$ cat src/rtl/add_round_key.sv
// AES-128 AddRoundKey stage with on-chip round-key storage.
// The expanded key schedule is loaded one 32-bit word at a time. A round
// counter then selects which round key is XORed into each accepted state.
module add_round_key #(
  parameter int NUM_ROUNDS = 10
) (
  input  logic         clk,
  input  logic         n_rst,
  input  logic         key_load,
  input  logic [31:0]  key_word,
  output logic         key_ready,
  input  logic         start,
  input  logic         enable,
  input  logic [127:0] data_in,
  output logic [127:0] data_out,
  output logic [3:0]   round_out,
  output logic         valid_out,
  output logic         done
);

  localparam int NUM_KEYS  = NUM_ROUNDS + 1;
  localparam int NUM_WORDS = 4 * NUM_KEYS;
  localparam int WCNT_W    = $clog2(NUM_WORDS);

  localparam logic [WCNT_W-1:0] LAST_WORD = WCNT_W'(NUM_WORDS - 1);
  localparam logic [3:0]        LAST_RND  = 4'(NUM_ROUNDS);

  logic [127:0]        rk [NUM_KEYS];
  logic [WCNT_W-1:0]   wcnt;
  logic [WCNT_W-3:0]   wr_rnd;
  logic [1:0]          wr_col;
  logic [3:0]          rnd;
  logic [3:0]          rd_rnd;
  logic                accept;

  assign wr_rnd = wcnt[WCNT_W-1:2];
  assign wr_col = wcnt[1:0];

  // Enable is blocked during key_load, so key writes and key reads never
  // touch the same storage in one cycle.
  assign accept = enable & key_ready & ~key_load;

  // A coincident start makes this cycle's enable use round 0.
  assign rd_rnd = start ? 4'd0 : rnd;

  // Serial key schedule load. When key_ready is high, wcnt is already 0, so a
  // new key_load naturally restarts the schedule at word 0.
  always_ff @(posedge clk or negedge n_rst) begin
    if (!n_rst) begin
      wcnt      <= '0;
      key_ready <= 1'b0;
      for (int i = 0; i < NUM_KEYS; i++) begin
        rk[i] <= '0;
      end
    end else if (key_load) begin
      case (wr_col)
        2'd0:    rk[wr_rnd][127:96] <= key_word;
        2'd1:    rk[wr_rnd][95:64]  <= key_word;
        2'd2:    rk[wr_rnd][63:32]  <= key_word;
        default: rk[wr_rnd][31:0]   <= key_word;
      endcase
      if (wcnt == LAST_WORD) begin
        wcnt      <= '0;
        key_ready <= 1'b1;
      end else begin
        wcnt      <= wcnt + 1'b1;
        key_ready <= 1'b0;
      end
    end
  end

  // Round counter and registered XOR datapath.
  always_ff @(posedge clk or negedge n_rst) begin
    if (!n_rst) begin
      rnd       <= '0;
      data_out  <= '0;
      round_out <= '0;
      valid_out <= 1'b0;
      done      <= 1'b0;
    end else if (accept) begin
      data_out  <= data_in ^ rk[rd_rnd];
      round_out <= rd_rnd;
      valid_out <= 1'b1;
      done      <= (rd_rnd == LAST_RND);
      rnd       <= (rd_rnd == LAST_RND) ? 4'd0 : rd_rnd + 4'd1;
    end else begin
      valid_out <= 1'b0;
      done      <= 1'b0;
      if (start) begin
        rnd <= '0;
      end
    end
  end

endmodule

$ cat config.mk
export PLATFORM = sky130hd
export DESIGN_NAME = add_round_key
export DESIGN_NICKNAME = d
export VERILOG_FILES = /design/src/rtl/add_round_key.sv
export SDC_FILE = /design/constraint.sdc
export NUM_CORES = 2
export LEC_CHECK = 0
export BUFFER_PORTS_ARGS = -buffer_cell sky130_fd_sc_hd__buf_2
export CAP_MARGIN = 10
export CORE_ASPECT_RATIO = 0.75
export CORE_UTILIZATION = 30
export DETAILED_ROUTE_END_ITERATION = 8
export PLACE_DENSITY = 0.46
export SETUP_SLACK_MARGIN = 0.4
export SYNTH_ARGS = -nofsm -noshare
export SYNTH_HDL_FRONTEND = slang
export SYNTH_SLANG_ARGS = --single-unit
$ cat constraint.sdc
create_clock -name clk -period 2.4 [get_ports clk]
set_input_delay 0.48 -clock clk [delete_from_list [all_inputs] [get_ports clk]]
set_output_delay 0.48 -clock clk [all_outputs]
set_load 0.02 [all_outputs]
==> summary.txt <==
run status -> finished clean
endpoints failing hold -> 0
Setup Total Neg Slack -> 0 ns
Most Used Layer, Global Route -> met1
number of pins exceeding their max-slew limit in the final report -> 0
data required time of the worst path -> 3.16 ns
maximum buffer depth of the clock tree -> 3
kind of start point of the critical path -> flop
residual overflow from global routing -> 0
global-route wire length before repair -> 441 mm
synthesized net count -> 6108
standby leakage power -> 41.5 nW
number of nets in the final layout -> 6687
sequential group share of total power -> 0.400
endpoint type of the worst setup path -> flop
dominant cell type by area after synthesis -> sky130_fd_sc_hd__dfrtp_1
data arrival time at the worst-slack endpoint -> 3.09 ns
drt initial violations -> 7273
number of library cell types mapped by synthesis -> 44
setup repair after global routing missed its margin -> yes
EDFF count, synth -> 0
critical path startpoint -> rnd[2]$_DFF_PN0_
internal power -> 57.0 mW
count of state elements after synthesis -> 1553
Avg WL per Cell -> 32.6 µm
count of warnings emitted by yosys -> 0
reg-to-reg setup timing slack -> 0.07 ns
Hold/Removal Path Class -> in2reg
number of rows in the core area -> 153
routed vias -> 59600
placed wire-length estimate after detailed placement -> 192 mm
Max-cap violations -> 0
DIE WIDTH -> 560 µm
initial core utilization -> 0.302
commonest non-fill, non-tap cell in the layout -> sky130_fd_sc_hd__dfrtp_1
Critical R2R Capture -> data_out[116]$_DFFE_PN0P_
crit share post-route -> 0.970
depth of the CTS H-tree -> 4
total design power -> 85.9 mW
worst setup timing slack at the placement stage -> -0.385 ns
number of detailed-routing iterations run before antenna repair -> 6
Sinks on Clock Net -> 1553
Slew headroom -> 0.385
async set-or-reset flop fraction in the synthesized netlist -> 1.00
number of failing setup endpoints in the final timing report -> 0
Post-Route Utilization -> 0.396
Primary FF master, synth -> sky130_fd_sc_hd__dfrtp_1
TritonCTS clock tree -> built
final worst-path setup slack -> 0.0727 ns
number of remaining DRC errors -> 0
number of global-route vias before repair -> 56800
routability cong. -> 0.855
pin count of the biggest net entering global routing -> 87
worst IR drop on VDD -> 781 µV
antenna violations before repair -> 20
Die Footprint -> 0.236 mm²
overall global routing resource usage -> 0.255
Worst Setup Path Type -> reg2reg
share of Yosys cell area claimed by the top area cell type -> 0.554
placeable core area -> 0.232 mm²
Vert. Die Dim -> 421 µm
number of placed instances with taps included -> 9208
grt met3 use -> 0.0664
post-synth design cell area -> 0.0702 mm²
Clk Latency, worst-skew pair -> 0.82 ns
total power density per cell area -> 934 mW/mm²
post-synthesis cell count -> 5939
top library cells by usage in the layout, fill and taps aside -> sky130_fd_sc_hd__dfrtp_1, sky130_fd_sc_hd__a22o_1, sky130_fd_sc_hd__buf_4
average instance area after synthesis -> 11.8 µm²
Buffers on Ports -> 299
start of the worst register-to-register path -> rnd[2]$_DFF_PN0_
final period demand of the worst path -> 2.33 ns
Avg Vias per Cell -> 6.11
grt met1 use -> 0.386
logic gate share of total power -> 0.276
CTS Root Cell -> sky130_fd_sc_hd__clkbuf_16
number of placed I/O pins -> 300
number of cells traversed by the worst register-to-register path -> 8
fraction of met2 tracks used by global routing -> 0.357
fmax -> 430 MHz
area added between synthesis and finish -> 31.1%
TritonCTS buffer count -> 175
number of routed nets with antenna violations -> 0
capture point of the worst path -> data_out[116]$_DFFE_PN0P_
share of layout cells above drive strength 1 -> 0.307
switching power total -> 28.9 mW
Reg clk slew, reported paths -> 0.06 ns
total wirelength of the detailed-routed design -> 318 mm
Seq/Total Area, Yosys -> 0.554
crit path max fanout -> 8
proportion of total power due to net switching -> 0.336
final clock skew -> 0.0331 ns
measured slew at the worst slew-check pin -> 0.923 ns
share of total power in the clock network -> 0.323
non-filler cells, final -> 9760
largest cells by area after synthesis -> sky130_fd_sc_hd__dfrtp_1, sky130_fd_sc_hd__a22o_1, sky130_fd_sc_hd__mux2_2
## synth_stat cells (2+ instances only)
library cell                   n
sky130_fd_sc_hd__a211oi_1    129
sky130_fd_sc_hd__a21oi_1     131
sky130_fd_sc_hd__a22o_1     1408
sky130_fd_sc_hd__a22oi_1     161
sky130_fd_sc_hd__a311o_1      32
sky130_fd_sc_hd__a31o_2       33
sky130_fd_sc_hd__a31oi_1      65
sky130_fd_sc_hd__a32oi_1      95
sky130_fd_sc_hd__and2_1        2
sky130_fd_sc_hd__buf_1        53
sky130_fd_sc_hd__buf_2       130
sky130_fd_sc_hd__buf_4        14
sky130_fd_sc_hd__buf_6         5
sky130_fd_sc_hd__clkbuf_1    527
sky130_fd_sc_hd__dfrtp_1    1553
sky130_fd_sc_hd__ha_1          4
sky130_fd_sc_hd__inv_1         3
sky130_fd_sc_hd__inv_2         2
sky130_fd_sc_hd__mux2_2      255
sky130_fd_sc_hd__mux2i_1     256
sky130_fd_sc_hd__nand2_1     156
sky130_fd_sc_hd__nand2b_1      5
sky130_fd_sc_hd__nand3_1     197
sky130_fd_sc_hd__nand3b_1      2
sky130_fd_sc_hd__nand4_1      66
sky130_fd_sc_hd__nor2_1      198
sky130_fd_sc_hd__nor2b_1      74
sky130_fd_sc_hd__nor3_1        9
sky130_fd_sc_hd__nor4_1        2
sky130_fd_sc_hd__o2111a_1     63
sky130_fd_sc_hd__o2111ai_1    33
sky130_fd_sc_hd__o21ai_0     166
sky130_fd_sc_hd__o21ai_1      33
sky130_fd_sc_hd__o22ai_1      64
sky130_fd_sc_hd__xor2_1        4
## critical path, cell delays in order, from the launching register on
cell and delay, ns:
sky130_fd_sc_hd__dfrtp_4 0.55, sky130_fd_sc_hd__or3b_4 0.56, sky130_fd_sc_hd__buf_12 0.19, sky130_fd_sc_hd__clkbuf_16 0.16
sky130_fd_sc_hd__a211oi_1 0.21, sky130_fd_sc_hd__a31oi_1 0.09, sky130_fd_sc_hd__buf_4 0.22, sky130_fd_sc_hd__a31o_2 0.23
sky130_fd_sc_hd__nand3_1 0.06
## per-stage QoR
step                hold WS [ns]  instance area [µm²]
floorplan                  0.184                70200
global placement           0.405                80200
detailed placement         0.404                80200
CTS                      0.00509                89200
global route              0.0299                92000
finish                    0.0485                92000
## power by group through the flow
stage	Combinational (mW)	Sequential, mW	Clock [mW]
after floorplan	11.1	33.6	0
after global placement	21.5	34.3	0
after detailed placement	21.7	34.3	0
after CTS	22.4	34.1	28.2
after global routing	24.7	34.8	29.2
final	23.7	34.4	27.8
## area by class of cell
type / count / area (µm²)
Antenna cell: 8 / 20.0
Clock buffer: 268 / 5370
Clock inverter: 43 / 490
Inverter: 6 / 33.8
Multi-Input combinational cell: 3654 / 30900
Timing Repair Buffer: 1128 / 12400
Fill cell: 21700 / 140000
Tap cell: 3100 / 3880
Sequential cell: 1553 / 38900
## routing by layer
layer | routed length, µm | part of all wire
met4 | 7410 | 0.023
met5 | 158 | 0.00050
met2 | 132000 | 0.41
met3 | 32100 | 0.10
met1 | 147000 | 0.46
## logic make-up after synthesis
group / count (synthesis) / synth area share
compound gates: 2415 / 0.277
flops: 1553 / 0.554
buf+inv: 735 / 0.0429
simple gates: 716 / 0.0478
mux: 511 / 0.0774
xor+xnor: 5 / 0.000624
fa+ha+maj: 4 / 0.000713
## how the worst min path moves through the flow
stage / start / endpoint / slack, ns / cells past startpoint
after floorplan: n_rst / asynchronous set/reset pin / 0.18 / 0
after global placement: n_rst / asynchronous set/reset pin / 0.40 / 1
after detailed placement: n_rst / asynchronous set/reset pin / 0.40 / 1
after CTS: data_in[28] / data_out[28]$_DFFE_PN0P_ / 0.005 / 4
after global routing: data_in[0] / data_out[0]$_DFFE_PN0P_ / 0.03 / 4
final: data_in[69] / data_out[69]$_DFFE_PN0P_ / 0.05 / 4
## repair_timing
item / in CTS / in global routing
buffers inserted: 48 / 64
endpoints found under the setup margin: 1572 / 1572
gates cloned: 23 / 36
pin swaps: 40 / 107
resized for setup: 260 / 287
hold buffers: 62 / 0
hold endpoints to repair: 439 / 0
Power figures use the tool's default switching activity.
